## config.mk

```make
export PLATFORM = sky130hd
export DESIGN_NAME = ring_sched8_flat
export DESIGN_NICKNAME = d
export VERILOG_FILES = /design/src/rtl/ring_sched_pkg.sv /design/src/rtl/ring_sched8_if.sv /design/src/rtl/ring_sched8_rr_pick8.sv /design/src/rtl/ring_sched8.sv /design/src/flat_wrapper.sv
export SDC_FILE = /design/constraint.sdc
export NUM_CORES = 1
export LEC_CHECK = 0
export BUFFER_PORTS_ARGS = -buffer_cell sky130_fd_sc_hd__buf_2
export CAP_MARGIN = 10
export CELL_PAD_IN_SITES_DETAIL_PLACEMENT = 0
export CELL_PAD_IN_SITES_GLOBAL_PLACEMENT = 1
export CORE_MARGIN = 4
export CORE_UTILIZATION = 50
export DETAILED_ROUTE_END_ITERATION = 10
export HOLD_SLACK_MARGIN = 0.1
export MAX_ROUTING_LAYER = met4
export PLACE_DENSITY_LB_ADDON = 0.1
export SKIP_LAST_GASP = 1
export SLEW_MARGIN = 20
export SYNTH_ARGS = -nofsm -noshare
export SYNTH_HDL_FRONTEND = slang
export SYNTH_HIERARCHICAL = 1
export SYNTH_SLANG_ARGS = --single-unit
```

## constraint.sdc

```tcl
create_clock -name clk -period 12.6 [get_ports clk]
set_clock_uncertainty 0.2 [all_clocks]
set_input_delay 1.26 -clock clk [delete_from_list [all_inputs] [get_ports clk]]
set_output_delay 1.26 -clock clk [all_outputs]
set_load 0.02 [all_outputs]
```

## src/rtl/ring_sched_pkg.sv

```systemverilog
// ring_sched_pkg
//   Shared definitions for the 8-way rotating-priority scheduler.
//   - RING_W / IDX_W : ring width and matching index width
//   - MAX_HOLD_DEF   : default grant hold limit in cycles
//   - state_t        : scheduler FSM encoding (IDLE / GRANT / GAP)
//   - rot1()         : one-position ring rotation, left = toward the MSB
package ring_sched_pkg;

  localparam int RING_W       = 8;
  localparam int IDX_W        = $clog2(RING_W);
  localparam int MAX_HOLD_DEF = 16;

  typedef enum logic [1:0] {
    ST_IDLE  = 2'd0,
    ST_GRANT = 2'd1,
    ST_GAP   = 2'd2
  } state_t;

  // Rotate by one position; left moves bit 7 into bit 0, right moves bit 0 into bit 7.
  function automatic logic [RING_W-1:0] rot1(input logic [RING_W-1:0] v, input logic left);
    rot1 = left ? {v[RING_W-2:0], v[RING_W-1]} : {v[0], v[RING_W-1:1]};
  endfunction

endpackage

```

## src/rtl/ring_sched8_if.sv

```systemverilog
// ring_sched8_if
//   Request/grant bundle between the requesters and the scheduler.
//   Requester side (master) drives: en, up_dnN, req, done.
//   Scheduler side (slave) drives : grant, busy, timeout, ptr.
interface ring_sched8_if;
  import ring_sched_pkg::*;

  logic              en;
  logic              up_dnN;
  logic [RING_W-1:0] req;
  logic              done;
  logic [RING_W-1:0] grant;
  logic              busy;
  logic              timeout;
  logic [RING_W-1:0] ptr;

  modport master (
    output en, up_dnN, req, done,
    input  grant, busy, timeout, ptr
  );

  modport slave (
    input  en, up_dnN, req, done,
    output grant, busy, timeout, ptr
  );

endinterface

```

## src/rtl/ring_sched8_rr_pick8.sv

```systemverilog
// rr_pick8
//   Combinational rotating-priority search over an 8-bit request ring.
//   Ports:
//     req    [7:0] in  : request lines
//     ptr    [7:0] in  : one-hot starting position of the search
//     up_dnN        in  : 1 = step toward bit 7, 0 = step toward bit 0 (wrapping)
//     winner [7:0] out : one-hot first requester found, or zero when req is zero
module rr_pick8
  import ring_sched_pkg::*;
(
  input  logic [RING_W-1:0] req,
  input  logic [RING_W-1:0] ptr,
  input  logic              up_dnN,
  output logic [RING_W-1:0] winner
);

  logic [IDX_W-1:0]  w_base;
  logic [IDX_W-1:0]  w_pos [RING_W];
  logic [RING_W-1:0] w_hit;

  always_comb begin
    w_base = '0;
    for (int i = 0; i < RING_W; i++) begin
      if (ptr[i]) w_base = IDX_W'(i);
    end
  end

  // Search step gi looks at ring position base +/- gi; index arithmetic wraps naturally.
  for (genvar gi = 0; gi < RING_W; gi++) begin : g_step
    assign w_pos[gi] = up_dnN ? (w_base + IDX_W'(gi)) : (w_base - IDX_W'(gi));
    assign w_hit[gi] = req[w_pos[gi]];
  end

  // Walk from the farthest step to the nearest so the nearest hit wins.
  always_comb begin
    winner = '0;
    for (int k = RING_W - 1; k >= 0; k--) begin
      if (w_hit[k]) begin
        winner           = '0;
        winner[w_pos[k]] = 1'b1;
      end
    end
  end

endmodule

```

## src/rtl/ring_sched8.sv

```systemverilog
// ring_sched8
//   8-requester rotating-priority scheduler with a grant hold limit.
//   Ports:
//     clk   in : clock, all state updates on its rising edge
//     reset in : asynchronous active-high reset
//     bus       : ring_sched8_if.slave
//       en, up_dnN, req[7:0], done   in
//       grant[7:0], busy, timeout, ptr[7:0]   out (all registered)
//   Parameter MAX_HOLD (2..255): cycles a grant may be held before forced release.
module ring_sched8
  import ring_sched_pkg::*;
#(
  parameter int MAX_HOLD = MAX_HOLD_DEF
) (
  input  logic         clk,
  input  logic         reset,
  ring_sched8_if.slave bus
);

  localparam logic [7:0] HOLD_LAST = 8'(MAX_HOLD - 1);

  state_t            r_state;
  state_t            w_state_next;
  logic [RING_W-1:0] r_grant;
  logic [RING_W-1:0] w_grant_next;
  logic [RING_W-1:0] r_ptr;
  logic [RING_W-1:0] w_ptr_next;
  logic [7:0]        r_cnt;
  logic [7:0]        w_cnt_next;
  logic              r_busy;
  logic              r_timeout;
  logic              w_timeout_next;

  logic [RING_W-1:0] w_winner;
  logic              w_limit;
  logic              w_req_lost;
  logic              w_release;

  rr_pick8 u_pick (
    .req    (bus.req),
    .ptr    (r_ptr),
    .up_dnN (bus.up_dnN),
    .winner (w_winner)
  );

  assign w_limit    = (r_cnt == HOLD_LAST);
  assign w_req_lost = ((bus.req & r_grant) == '0);
  assign w_release  = bus.done || w_req_lost || w_limit;

  // State register: everything freezes while en is low, except timeout which
  // must never stretch beyond one enabled cycle.
  always_ff @(posedge clk or posedge reset) begin
    if (reset) begin
      r_state   <= ST_IDLE;
      r_grant   <= '0;
      r_ptr     <= RING_W'(1);
      r_cnt     <= '0;
      r_busy    <= 1'b0;
      r_timeout <= 1'b0;
    end else if (bus.en) begin
      r_state   <= w_state_next;
      r_grant   <= w_grant_next;
      r_ptr     <= w_ptr_next;
      r_cnt     <= w_cnt_next;
      r_busy    <= (w_state_next == ST_GRANT);
      r_timeout <= w_timeout_next;
    end else begin
      r_timeout <= 1'b0;
    end
  end

  // Next-state logic.
  always_comb begin
    w_state_next = r_state;
    case (r_state)
      ST_IDLE:  if (bus.req != '0) w_state_next = ST_GRANT;
      ST_GRANT: if (w_release)     w_state_next = ST_GAP;
      ST_GAP:                      w_state_next = ST_IDLE;
      default:                     w_state_next = ST_IDLE;
    endcase
  end

  // Output / datapath next values.
  always_comb begin
    w_grant_next   = r_grant;
    w_ptr_next     = r_ptr;
    w_cnt_next     = r_cnt;
    w_timeout_next = 1'b0;
    case (r_state)
      ST_IDLE: begin
        if (bus.req != '0) begin
          w_grant_next = w_winner;
          w_cnt_next   = '0;
        end
      end
      ST_GRANT: begin
        if (w_release) begin
          w_grant_next   = '0;
          w_ptr_next     = rot1(r_grant, bus.up_dnN);
          // Only a release caused purely by the hold limit is reported.
          w_timeout_next = w_limit && !bus.done && !w_req_lost;
        end else begin
          w_cnt_next = r_cnt + 8'd1;
        end
      end
      ST_GAP: begin
        w_grant_next = '0;
      end
      default: begin
        w_grant_next = '0;
      end
    endcase
  end

  assign bus.grant   = r_grant;
  assign bus.busy    = r_busy;
  assign bus.timeout = r_timeout;
  assign bus.ptr     = r_ptr;

endmodule
```

## src/flat_wrapper.sv

```systemverilog
// flat-port wrapper written by rule: the top's interface ports become plain ports
module ring_sched8_flat import ring_sched_pkg::*;
#(
  parameter int MAX_HOLD = MAX_HOLD_DEF
)
  (clk, reset, bus_en, bus_up_dnN, bus_req, bus_done, bus_grant, bus_busy, bus_timeout, bus_ptr);
  ring_sched8_if bus_i ();
  input  logic clk;
  input  logic reset;
  input wire logic [$bits(bus_i.en)-1:0] bus_en;
  input wire logic [$bits(bus_i.up_dnN)-1:0] bus_up_dnN;
  input wire logic [$bits(bus_i.req)-1:0] bus_req;
  input wire logic [$bits(bus_i.done)-1:0] bus_done;
  output wire logic [$bits(bus_i.grant)-1:0] bus_grant;
  output wire logic [$bits(bus_i.busy)-1:0] bus_busy;
  output wire logic [$bits(bus_i.timeout)-1:0] bus_timeout;
  output wire logic [$bits(bus_i.ptr)-1:0] bus_ptr;
  assign bus_i.en = bus_en;
  assign bus_i.up_dnN = bus_up_dnN;
  assign bus_i.req = bus_req;
  assign bus_i.done = bus_done;
  assign bus_grant = bus_i.grant;
  assign bus_busy = bus_i.busy;
  assign bus_timeout = bus_i.timeout;
  assign bus_ptr = bus_i.ptr;
  ring_sched8 #(.MAX_HOLD(MAX_HOLD)) u_core (.clk(clk), .reset(reset), .bus(bus_i));
endmodule
```

## After elaboration in Yosys (flattened, before gate mapping)

Cells that the tools add are included.

| word-level totals | value |
|---|---|
| bits in registers | 28 |
| input port bits | 13 |
| output and inout port bits | 18 |

| operators by class | value |
|---|---|
| equality and inequality tests | 6 |
| magnitude comparators | 16 |
| reductions and logical operators | 21 |
| bitwise operators | 1 |
| add/subtract/negate cells | 15 |
| mux-type cells | 67 |

Operators by type and width:

| operator | number |
|---|---|
| 2-to-1 mux 8 bit | 13 |
| 2-to-1 mux 3 bit | 13 |
| less-than comparator 3 x 4 -> 1 bit (second input constant) | 8 |
| case mux 8 bit (2 select lines) | 2 |
| binary-select mux 1 bit (select 3 bit) | 8 |
| demux 1 bit (select 3 bit) | 8 |
| >= comparator 3 x 1 -> 1 bit (second input constant) | 8 |
| 2-to-1 mux 1 bit | 20 |
| adder 3 bit (second input constant) | 4 |
| subtractor 3 bit (second input constant) | 4 |
| logical AND 1 bit | 10 |
| adder 8 x 1 -> 8 bit (second input constant) | 1 |
| AND 8 bit | 1 |
| == test 8 x 4 -> 1 bit (second input constant) | 1 |
| zero test 8 bit | 1 |
| nonzero test 8 bit | 1 |
| adder 3 x 2 -> 3 bit (second input constant) | 2 |
| AND reduction 3 bit | 2 |
| subtractor 3 x 2 -> 3 bit (second input constant) | 2 |
| == test 2 x 1 -> 1 bit (second input constant) | 2 |
| 2-to-1 mux 2 bit | 2 |
| inequality test 2 x 1 -> 1 bit (second input constant) | 2 |
| case mux 2 bit (2 select lines) | 1 |
| AND reduction 4 bit | 1 |
| other kinds (7) | 9 |

## Depth between registers and ports, before layout

Gate-level depths: netlist of run 1.

| logic depth | value |
|---|---|
| word-level depth | 23 |
| gate-level depth with buffers | 15 |
| depth with buffers taken out | 12 |

## By module

Netlist of run 1, hierarchy kept.

By module, submodules not included:

| module | area each (µm²) | sequential area each (µm²) | instances | cells each |
|---|---|---|---|---|
| rr_pick8 | 1670.4 | 0.0 | 1 | 229 |
| ring_sched8 | 1423.9 | 701.9 | 1 | 122 |

## Worst setup path after synthesis of run 1

Ideal clock, no wire load.

| path | value |
|---|---|
| path type | register to register |
| start | register u_core.r_ptr[5], in the netlist u_core/bus.ptr[5] |
| end | register u_core.r_grant[5], in the netlist u_core/bus.grant[5] |
| period minus slack after synthesis | 4.114 ns |
| cell stages (with the launch flop) | 15 |
| data required time | 12.279 ns |
| arrival | 3.793 ns |
| path slack | 8.486 ns |
| buffers on the path | 3 |
| cells stage by stage | dfrtp_1 or2_4 o211ai_4 nand2_2 inv_2 buf_2 clkbuf_1 fa_1 clkbuf_1 inv_1 mux4_2 and2_1 o311ai_1 a31oi_1 a22o_1 |

| on the way | value |
|---|---|
| cells in the longest elaborated chain, start to end | 19 |
| elaborated cells between the ends (all ways) | 90 |

Ends and longest elaborated chain:

| element | RTL line | source |
|---|---|---|
| start: declaration | ring_sched8.sv:26 | `logic [RING_W-1:0] r_ptr;` |
| start signal: assignment | ring_sched8.sv:63 | `r_ptr <= w_ptr_next;` |
| 2-to-1 mux 3 bit * (3 in a row) | ring_sched8_rr_pick8.sv:24 | `if (ptr[i]) w_base = IDX_W'(i);` |
| subtractor 3 bit / adder 3 bit (equally long branches) | ring_sched8_rr_pick8.sv:30 | `assign w_pos[gi] = up_dnN ? (w_base + IDX_W'(gi)) : (w_base - IDX_W'(gi));` |
| 2-to-1 mux 3 bit | ring_sched8_rr_pick8.sv:30 |  |
| less-than comparator 3 x 4 -> 1 bit (not written as such) / >= comparator 3 x 1 -> 1 bit (equally long branches) | ring_sched8_rr_pick8.sv:40 | `winner[w_pos[k]] = 1'b1;` |
| logical AND 1 bit (not written as such) | ring_sched8_rr_pick8.sv:40 |  |
| 2-to-1 mux 1 bit (not written as such) | ring_sched8_rr_pick8.sv:40 |  |
| demux 1 bit (select 3 bit) | ring_sched8_rr_pick8.sv:40 |  |
| 2-to-1 mux 8 bit (7 in a row) | ring_sched8_rr_pick8.sv:38 | `if (w_hit[k]) begin` |
| 2-to-1 mux 8 bit * | ring_sched8_rr_pick8.sv:38 |  |
| named net u_core.w_winner[5] | ring_sched8.sv:34 | `logic [RING_W-1:0] w_winner;` |
| 2-to-1 mux 8 bit * | ring_sched8.sv:91 | `if (bus.req != '0) begin` |
| case mux 8 bit (2 select lines) * | ring_sched8.sv:89 | `case (r_state)` |
| end signal: assignment | ring_sched8.sv:62 | `r_grant <= w_grant_next;` |
| end: declaration | ring_sched8.sv:24 | `logic [RING_W-1:0] r_grant;` |

Mark *: on every way through the listed nets, which the timed path passes. The rest lies on a longest branch. The select of a mux whose other input is x is not followed.
A chain may end at the register's enable or synchronous reset.

## Worst setup path in the final report of run 1

| path | value |
|---|---|
| start | register u_core.r_ptr[5], in the netlist u_core/bus.ptr[5] |
| end | register u_core.r_grant[2], in the netlist u_core/bus.grant[2] |

Same word-level chain as after synthesis.

==> metrics.txt, run 1 <==
Worst Setup End Kind=flop; IO Port Bufs=30; # DRC=0; M3 GR Usage=3.71%; most frequent standard cell in the layout excluding fill and tap cells=nand2_1; Synth area leaders=dfrtp_1 (22%), mux2_2 (5.8%), mux4_2 (5.1%); first-pass GRT wire length=15.1 mm; Slew HR=37.1%; register area share after synthesis=22.7%; GPL Wtd Cong=0.994; crit start category=flop; DP Cell Count=437; global router's overall resource usage=26.4%; leading register cell type out of synthesis=dfrtp_1; Hold Worst Slack=305 ps; post-route cell area=3310 um^2; final hold vios=0; # Post-CTS Setup Buffers=0; Post-synth EDFFs=0; DRT iter0 DRCs=456; Area after DPL=3240 um^2; post-synth top area cell=dfrtp_1; Initial Utilization=52.0%; final HPWL from detailed placement=6.91 mm; drt first pass iters=5; Die Ht=86.7 um; Max Cap Viol=0; CTS Buffer Depth=2; Tcrit/Tclk final=37.3%; vias after detailed routing=3041; row count=28; fin. max-slew vios=0; Overflow after GRT=0; RSZ-0062 raised after global routing=no; CP Max Fanout=29; largest net degree at the start of global routing=30; Area Growth Syn to Fin=6.95%; commonest non-fill, non-tap cells in the layout=nand2_1 (35), buf_2 (30), dfrtp_1 (27), a21oi_1 (24), nor2_1 (17); CP required=12560 ps; Total Wirelength=9.36 mm; Chip Width=86.7 um; cell count after synthesis=351; count of cell types in the netlist=75; Die Area=7510 um^2; delay-heaviest family, CP=simple AND/OR/NAND/NOR gates; cts repair resizes=0; clock sink count=28; H-tree Lvls=1; final critical-path required period=4700 ps; #FFs+latches synth=28; slowest cell on the critical path=fa_1; share of layout cells above drive strength 1=21.6%; grt met1 use=40.4%; Vias/cell=6.90; met2 track demand over resource=37.1%; Worst Path Arrival=4660 ps; initial antenna violation count=0; fmax=213 MHz; CTS buffer count=3; yosys warns=6; status=finished clean; CTS clk-pin slew, worst paths=100 ps; Post-synth ARST share=100%; GR peak layer=met1; io pins=31; Core Region=5960 um^2; Hold Path Class=reg2reg; post-synth top area share=21.8%; Root Buffer Master=clkbuf_8; cells along the critical path=or2_4 -> o211ai_4 -> nand2_2 -> inv_2 -> fa_1 -> inv_1 -> mux4_2 -> and2_1 -> o211ai_1 -> a31oi_1 -> a22o_1; vias in the first global route=2757; Worst path max stage delay=760 ps; setup TNS=0 ps; latest clock arrival within the worst-skew pair=280 ps; Cell Count, Final, Fillers Out=441; Post-Syn Area=3090 um^2; CTS tree=yes; Syn Nets=375; Avg Inst Size Synth=8.82 um^2; ant diodes=0; CP bufs+invs=2; critical path class=reg2reg; drt wl/cell=21.2 um; final setup fails=0; Final ANT Viol Nets=0; cts hold-fix bufs=0; Worst Tran Pin Value=937 ps; Final #Nets=391
-- area by class of cell --
type / instances / area [um^2]
Sequential cell: 28 / 702
Inverter: 15 / 56.3
Fill cell: 580 / 2650
Clock buffer: 4 / 55.1
Multi-Input combinational cell: 288 / 2240
Tap cell: 75 / 93.8
Timing Repair Buffer: 31 / 158
-- stage by stage --
step | util [%] | worst slack (ps)
2_1_floorplan | - | 8490
3_3_place_gp | 54.5 | 7950
3_5_place_dp | 54.5 | 7960
4_1_cts | 55.4 | 7950
5_1_grt | 55.6 | 7520
6_report | 55.6 | 7900
-- cell families after synthesis --
| family | Yosys count | share of synthesized area, % |
|---|---|---|
| mux | 39 | 17.0 |
| compound gates | 112 | 27.8 |
| buf+inv | 35 | 5.14 |
| fa+ha+maj | 11 | 4.93 |
| xor+xnor | 6 | 1.94 |
| simple gates | 120 | 20.5 |
| flops | 28 | 22.7 |
-- cells in the mapped netlist (3+ instances only) --
| master | number |
|---|---|
| clkbuf_1 | 8 |
| or4_1 | 6 |
| inv_1 | 13 |
| nand2_1 | 35 |
| nor4_1 | 7 |
| nand4_1 | 7 |
| o211ai_1 | 5 |
| nor2_1 | 17 |
| mux2i_1 | 12 |
| o211a_1 | 4 |
| a31oi_1 | 6 |
| buf_2 | 7 |
| mux4_2 | 7 |
| nand3b_1 | 3 |
| mux2_2 | 16 |
| o21ai_0 | 16 |
| dfrtp_1 | 27 |
| a22o_1 | 12 |
| nor3_1 | 11 |
| or3_1 | 3 |
| nand3_1 | 15 |
| ha_1 | 9 |
| a21o_1 | 4 |
| a211oi_1 | 5 |
| xnor2_1 | 5 |
| a21oi_1 | 24 |
-- state kept, by name, summed over array words and instances (netlist names) --
name / flops
u_core/r_state: 2
u_core/r_cnt: 8
u_core/bus.ptr: 8
u_core/bus.grant: 8
u_core/bus.timeout: 1
u_core/bus.busy: 1
-- path summary, 6_finish.rpt --
check / from / end / slack [ps] / cells after the start
setup / recovery: u_core/bus.ptr[5]$_DFFE_PP0P_ / u_core/bus.grant[2]$_DFFE_PP0P_ / 7900 / 11
hold / removal: u_core/bus.busy$_DFFE_PP0P_ / u_core/bus.busy$_DFFE_PP0P_ / 300 / 2
setup reg to reg: u_core/bus.ptr[5]$_DFFE_PP0P_ / u_core/bus.grant[2]$_DFFE_PP0P_ / 7900 / 11
hold reg to reg: u_core/bus.busy$_DFFE_PP0P_ / u_core/bus.busy$_DFFE_PP0P_ / 300 / 2
max in group asynchronous: reset / u_core/r_state[0]$_DFFE_PP0P_ / 10960 / 2
min in group asynchronous: reset / u_core/bus.grant[3]$_DFFE_PP0P_ / 840 / 2
-- tightest hold or removal path: stages (launching register included) --
cell and delay, ps:
dfrtp_1 350, nand2_1 50, nand3_1 70
-- metal layers --
metal	vias up	routed length [um]	part of all wire, %
met5	-	0	0
met4	0	147	1.6
met3	19	720	7.7
met2	153	4080	44
met1	1473	4410	47
li1	1396	-	-
Power of run 1 is not shown: default switching activity piles up to over one toggle a cycle in this logic, so the estimate is an artifact.
==> run 2, diff against run 1 <==
Settings changed: CORE_UTILIZATION 50 to 42.
Clock period 12.6 ns to 4 ns, I/O delays scaled along.
==> run 2 against run 1 <==
  * First-iteration DRC count down 19%
  * Global-route usage shrank 3.1 points
  * Maximum frequency up 28%
  * Final cell count up 10%
  * Wire length is 6.5% higher
  * Sequential share of layout area decreased by 1.2 points
  * Non-clock buffer count increased by 20
  * Highest routed layer unchanged
  * Design area is 5.9% higher
  * Sequential cell count is the same
  * Register-to-register slack lost 7600 ps
  * Via count grew 4.1%
==> metrics.txt, run 2 (synthesis results as in run 1) <==
status=finished clean (unchanged); Worst path max stage delay=520 ps (was 760 ps); H-tree Lvls=1 (unchanged); delay-heaviest family, CP=compound AO/OA/AOI/OAI gates (was simple AND/OR/NAND/NOR gates); latest clock arrival within the worst-skew pair=280 ps (about the same); Root Buffer Master=clkbuf_8 (unchanged); DRT iter0 DRCs=371 (was 456); Worst Path Arrival=3650 ps (was 4660 ps); fmax=272 MHz (was 213 MHz); fin. max-slew vios=0 (unchanged); Worst Tran Pin Value=905 ps (was 937 ps); crit start category=flop (unchanged); Area after DPL=3420 um^2 (was 3240 um^2); Vias/cell=6.53 (was 6.90); first-pass GRT wire length=15.8 mm (was 15.1 mm); Final #Nets=411 (was 391); met2 track demand over resource=34.0% (was 37.1%); grt met1 use=34.4% (was 40.4%); final hold vios=0 (unchanged); Chip Width=93.8 um (was 86.7 um); global router's overall resource usage=23.3% (was 26.4%); M3 GR Usage=3.53% (was 3.71%); share of layout cells above drive strength 1=25.9% (was 21.6%); CTS buffer count=3 (unchanged); Final ANT Viol Nets=0 (unchanged); vias in the first global route=2968 (was 2757); slowest cell on the critical path=dfrtp_1 (was fa_1); commonest non-fill, non-tap cells in the layout=nand2_1 (35), buf_2 (30), dfrtp_1 (27), a21oi_1 (24), buf_4 (20) (was nand2_1 (35), buf_2 (30), dfrtp_1 (27), a21oi_1 (24), nor2_1 (17)); Initial Utilization=42.9% (was 52.0%); Multi-input gate area=2240 um^2 (about the same); # DRC=0 (unchanged); setup TNS=0 ps (unchanged); final HPWL from detailed placement=7.52 mm (was 6.91 mm); Fillers=741 (was 580); RSZ-0062 raised after global routing=no (unchanged); Hold Path Class=reg2reg (unchanged); critical path class=reg2reg (unchanged); Worst Setup End Kind=flop (unchanged); Overflow after GRT=0 (unchanged); GR peak layer=met1 (unchanged); CP Max Fanout=8 (was 29); final setup fails=0 (unchanged); CP bufs+invs=0 (was 2); Core Region=7210 um^2 (was 5960 um^2); final critical-path required period=3670 ps (was 4700 ps); initial antenna violation count=0 (unchanged); CTS clk-pin slew, worst paths=100 ps (about the same); Die Area=8800 um^2 (was 7510 um^2); vias after detailed routing=3165 (was 3041); io pins=31 (unchanged); FF+latch area=702 um^2 (unchanged); most frequent standard cell in the layout excluding fill and tap cells=nand2_1 (unchanged); GPL Wtd Cong=0.870 (was 0.994); Max Cap Viol=0 (unchanged); Total Wirelength=9.97 mm (was 9.36 mm); Die Ht=93.8 um (was 86.7 um); largest net degree at the start of global routing=29 (was 30); drt wl/cell=20.6 um (was 21.2 um); row count=31 (was 28); CP required=3980 ps (was 12560 ps); post-route cell area=3500 um^2 (was 3310 um^2); clock sink count=28 (unchanged); CTS tree=yes (unchanged); drt first pass iters=5 (unchanged); Tcrit/Tclk final=91.9% (was 37.3%); ant diodes=0 (unchanged); # Post-CTS Setup Buffers=0 (unchanged); Area Growth Syn to Fin=13.2% (was 6.95%); cells along the critical path=nor2_1 -> o31ai_2 -> ha_1 -> mux4_2 -> a211oi_2 -> a21oi_1 -> a22o_2 -> a211o_1 -> a31oi_1 -> a211oi_1 -> a22o_1 (was or2_4 -> o211ai_4 -> nand2_2 -> inv_2 -> fa_1 -> inv_1 -> mux4_2 -> and2_1 -> o211ai_1 -> a31oi_1 -> a22o_1); CTS Buffer Depth=2 (unchanged); Slew HR=39.5% (was 37.1%); IO Port Bufs=30 (unchanged)
[run 2: cell types whose count changed in the layout (fill, tap and decap cells not counted), sizes merged]
cell / previous run / this run
buf: 31 / 50
bufinv: 0 / 1
clkbuf: 4 / 3
dlygate4sd3: 0 / 1
[run 2: layout make-up]
cell class | count | area share [%]
inverters | 15 | 1.61
clock buffers | 3 | 1.18
clock inverters | 1 | 0.857
flip-flops and latches | 28 | 20.0
multi-input cells | 288 | 63.9
repair buffers | 51 | 8.86
well taps | 99 | 3.54
[run 2: layer usage]
layer / vias to the layer above / part of all wire (%)
li1: 1442 / -
met1: 1552 / 48
met2: 149 / 45
met3: 22 / 5.7
met4: 0 / 1.7
met5: - / 0
[run 2: worst paths after layout]
check | cells past startpoint | to | slack, ps | from
max | 11 | u_core/bus.grant[0]$_DFFE_PP0P_ | 330 | u_core/bus.ptr[6]$_DFFE_PP0P_
min | 2 | u_core/bus.busy$_DFFE_PP0P_ | 300 | u_core/bus.busy$_DFFE_PP0P_
max reg2reg | 11 | u_core/bus.grant[0]$_DFFE_PP0P_ | 330 | u_core/bus.ptr[6]$_DFFE_PP0P_
min reg2reg | 2 | u_core/bus.busy$_DFFE_PP0P_ | 300 | u_core/bus.busy$_DFFE_PP0P_
max in group asynchronous | 3 | u_core/r_state[0]$_DFFE_PP0P_ | 2670 | reset
min in group asynchronous | 3 | u_core/bus.ptr[6]$_DFFE_PP0P_ | 540 | reset
[run 2: worst min-delay path, stage by stage, from the launching register on]
cell and delay (ps):
dfrtp_1 350, nand2_1 50, nand3_1 70
[run 2: what timing repair did]
item | 4_1_cts | 5_1_grt
hold buffers | 0 | 1
setup endpoints to repair | 0 | 3
resized for setup | 0 | 2
hold endpoints to repair | 0 | 27
[run 2: metrics by stage]
stage,util (%),cells,worst slack [ps],hold WS [ps]
after floorplan,-,351,23.6,265
after global placement,47.3,480,94.5,280
after detailed placement,47.3,480,130,284
after CTS,48.3,484,111,221
after global routing,48.6,485,87.8,336
final,48.6,485,326,304
Power of run 2 is left out for the same reason.
==> run 3, diff against run 2 <==
--- a/config.mk
+++ b/config.mk
@@ -6,4 +6,5 @@
 export NUM_CORES = 1
 export LEC_CHECK = 0
+export ABC_AREA = 1
 export BUFFER_PORTS_ARGS = -buffer_cell sky130_fd_sc_hd__buf_2
 export CAP_MARGIN = 10
@@ -11,5 +12,5 @@
 export CELL_PAD_IN_SITES_GLOBAL_PLACEMENT = 1
 export CORE_MARGIN = 4
-export CORE_UTILIZATION = 42
+export CORE_UTILIZATION = 38
 export DETAILED_ROUTE_END_ITERATION = 10
 export HOLD_SLACK_MARGIN = 0.1
==> constraint.sdc (replaced) <==
create_clock -name clk -period 4 [get_ports clk]
set_clock_uncertainty 0.2 [all_clocks]
set_input_delay 0.2 -clock clk [delete_from_list [all_inputs] [get_ports clk]]
set_output_delay 0.2 -clock clk [all_outputs]
set_load 0.02 [all_outputs]
==> run 3 against run 2 <==
  * Critical endpoint is now u_core/bus.grant[1]$_DFFE_PP0P_
  * Synthesized cell count is 49% higher
  * Critical path depth increased by 10
  * Largest cell class unchanged
  * Critical path type unchanged
  * Via count increased by 7.0%
==> metrics.txt, run 3 <==
status=finished clean (unchanged); vias after detailed routing=3386 (was 3165); post-synth top area cell=dfrtp_1 (unchanged); Vias/cell=5.15 (was 6.53); # Post-CTS Setup Buffers=0 (unchanged); H-tree Lvls=1 (unchanged); fin. max-slew vios=0 (unchanged); FF-to-FF Start=u_core/bus.ptr[2]$_DFFE_PP0P_ (was u_core/bus.ptr[6]$_DFFE_PP0P_); grt met1 use=29.8% (was 34.4%); ant diodes=0 (unchanged); post-synth top area share=20.7% (was 21.8%); Post-synth ARST share=100% (unchanged); #FFs+latches synth=28 (unchanged); most frequent standard cell in the layout excluding fill and tap cells=nand2_1 (unchanged); end point of the critical path=u_core/bus.grant[1]$_DFFE_PP0P_ (was u_core/bus.grant[0]$_DFFE_PP0P_); first-pass GRT wire length=15.7 mm (was 15.8 mm); reg-to-reg endpoint=u_core/bus.grant[1]$_DFFE_PP0P_ (was u_core/bus.grant[0]$_DFFE_PP0P_); final HPWL from detailed placement=7.68 mm (was 7.52 mm); met2 track demand over resource=30.1% (was 34.0%); Tcrit/Tclk final=90.1% (was 91.9%); final critical-path required period=3600 ps (was 3670 ps); Core Region=8300 um^2 (was 7210 um^2); CTS clk-pin slew, worst paths=110 ps (was 100 ps); largest net degree at the start of global routing=29 (unchanged); Final #Nets=577 (was 411); cell count after synthesis=524 (was 351); Overflow after GRT=0 (unchanged); yosys warns=6 (unchanged); count of cell types in the netlist=43 (was 75); row count=33 (was 31); vias in the first global route=3066 (was 2968); top-count cell post-synth=nand2_1 (unchanged); critical path class=reg2reg (unchanged); Worst setup startpoint=u_core/bus.ptr[2]$_DFFE_PP0P_ (was u_core/bus.ptr[6]$_DFFE_PP0P_); crit start category=flop (unchanged); share of layout cells above drive strength 1=16.7% (was 25.9%); CP Max Fanout=15 (was 8); Max Cap Viol=0 (unchanged); CTS buffer count=3 (unchanged); Slew HR=59.0% (was 39.5%); CTS tree=yes (unchanged); DRT iter0 DRCs=228 (was 371); CP required=4020 ps (was 3980 ps); Area Growth Syn to Fin=10.7% (was 13.2%); M3 GR Usage=1.87% (was 3.53%); R2R setup slack=400 ps (was 330 ps); final hold vios=0 (unchanged); Hold Path Class=in2reg (was reg2reg); Avg Inst Size Synth=6.22 um^2 (was 8.82 um^2); Post-synth EDFFs=0 (unchanged); # DRC=0 (unchanged); Reg2Reg Depth=21 (was 11); GR peak layer=met2 (was met1); Total Wirelength=9.65 mm (was 9.97 mm); Post-synth top cells=nand2_1 (169), inv_1 (73), nand3_1 (62) (was nand2_1 (35), dfrtp_1 (27), a21oi_1 (24)); Chip Width=101 um (was 93.8 um); leading register cell type out of synthesis=dfrtp_1 (unchanged); commonest non-fill, non-tap cells in the layout=nand2_1 (169), inv_1 (72), nand3_1 (62), buf_2 (30), nor2_1 (29) (was nand2_1 (35), buf_2 (30), dfrtp_1 (27), a21oi_1 (24), buf_4 (20)); Cell Count, Final, Fillers Out=657 (was 485); fmax=277 MHz (was 272 MHz); Final ANT Viol Nets=0 (unchanged); Initial Utilization=39.3% (was 42.9%); RSZ-0062 raised after global routing=no (unchanged); io pins=31 (unchanged); Worst path max stage delay=500 ps (was 520 ps); Worst Tran Pin Value=614 ps (was 905 ps); Synth area leaders=dfrtp_1 (21%), nand2_1 (19%), nand3_1 (9.5%) (was dfrtp_1 (22%), mux2_2 (5.8%), mux4_2 (5.1%)); register area share after synthesis=21.5% (was 22.7%); Die Ht=101 um (was 93.8 um); clock sink count=28 (unchanged); slowest cell on the critical path=fa_1 (was dfrtp_1); global router's overall resource usage=19.9% (was 23.3%); final setup fails=0 (unchanged); cells along the critical path=inv_1 -> nand2_1 -> nand2_1 -> nand2_1 -> nand2_1 -> nand2_2 -> nand2_4 -> inv_1 -> fa_1 -> xnor2_2 -> nand2_1 -> nand2_1 -> o21ai_0 -> inv_1 -> nand2_1 -> nand2_1 -> nand2_1 -> a21oi_1 -> nand2_1 -> nand3b_1 -> nand2_1 (was nor2_1 -> o31ai_2 -> ha_1 -> mux4_2 -> a211oi_2 -> a21oi_1 -> a22o_2 -> a211o_1 -> a31oi_1 -> a211oi_1 -> a22o_1); cts repair resizes=0 (unchanged); DP Cell Count=650 (was 480); latest clock arrival within the worst-skew pair=280 ps (about the same); drt first pass iters=5 (unchanged); drt wl/cell=14.7 um (was 20.6 um); initial antenna violation count=0 (unchanged); Worst Path Arrival=3630 ps (was 3650 ps); Syn Nets=548 (was 375); IO Port Bufs=30 (unchanged); GPL Wtd Cong=0.891 (was 0.870); CTS Buffer Depth=2 (unchanged); Post-Syn Area=3260 um^2 (was 3090 um^2); Root Buffer Master=clkbuf_8 (unchanged); Die Area=10100 um^2 (was 8800 um^2); most used cell, CP=nand2_1; setup TNS=0 ps (unchanged); Worst Setup End Kind=flop (unchanged)
run 3: cell types whose count changed in the layout (fill, tap and decap cells not counted), moves of 11 or more:
| cell | change |
|---|---|
| a21oi_1 | -21 |
| a22o_1 | -12 |
| buf_4 | -12 |
| inv_1 | +60 |
| mux2_2 | -16 |
| nand2_1 | +134 |
| nand3_1 | +47 |
| nor2_1 | +12 |
| nor3_1 | +11 |
| o21ai_0 | +12 |
run 3: final cells by class:
class / instances / area, um^2
clock buffer: 3 / 41.3
clock inverter: 1 / 30.0
fill: 910 / 4690
inverter: 81 / 308
multi-input combinational: 398 / 2160
sequential: 28 / 702
tap: 105 / 131
timing repair buffer: 41 / 240
run 3: metal layers:
layer	part of all wire (%)	wire length [um]	up-vias
li1	-	-	1724
met5	0	0	-
met1	51	4960	1579
met3	3.9	372	2
met2	45	4300	81
met4	0.15	14	0
run 3: critical path: cells and delay by family (launching register included):
family          cells  cell delay, ps
simple gates       14            1430
buf+inv             3             250
xor+xnor            1             350
compound gates      2             410
fa+ha+maj           1             500
flops               1             400
run 3: repair_timing:
item,in CTS,in global routing
hold buffers,3,0
endpoints found under the setup margin,0,0
hold endpoints to repair,33,0
run 3: worst min path at each step:
stage,start,to,slack (ps),depth (start not counted)
floorplan,reset,u_core/bus.busy$_DFFE_PP0P_,60,1
global route,bus_up_dnN,u_core/bus.ptr[3]$_DFFE_PP0P_,300,3
CTS,bus_up_dnN,u_core/bus.ptr[0]$_DFFE_PP1P_,250,3
detailed placement,reset,u_core/bus.ptr[6]$_DFFE_PP0P_,120,2
global placement,u_core/bus.busy$_DFFE_PP0P_,u_core/bus.busy$_DFFE_PP0P_,260,2
finish,bus_up_dnN,u_core/bus.ptr[0]$_DFFE_PP1P_,250,3
run 3: metrics by stage:
| stage | area (um^2) | worst slack, ps | hold WS [ps] | utilization [%] |
|---|---|---|---|---|
| 6_report | 3610 | 395 | 250 | 43.5 |
| 5_1_grt | 3610 | 57.4 | 301 | 43.5 |
| 4_1_cts | 3610 | 375 | 253 | 43.5 |
| 3_5_place_dp | 3510 | 425 | 120 | 42.3 |
| 3_3_place_gp | 3510 | 471 | 260 | 42.3 |
| 2_1_floorplan | 3260 | 352 | 64.7 | - |
run 3: cells by family (layout without fill, tap and decap cells):
| family | Yosys count | in the layout | synth area share (%) |
|---|---|---|---|
| simple gates | 326 | 326 | 47.8 |
| buf+inv | 98 | 126 | 12.4 |
| compound gates | 48 | 48 | 8.82 |
| flops | 28 | 28 | 21.5 |
| fa+ha+maj | 11 | 11 | 4.68 |
| mux | 8 | 8 | 2.46 |
| xor+xnor | 5 | 5 | 2.38 |
Power of run 3 is left out for the same reason.
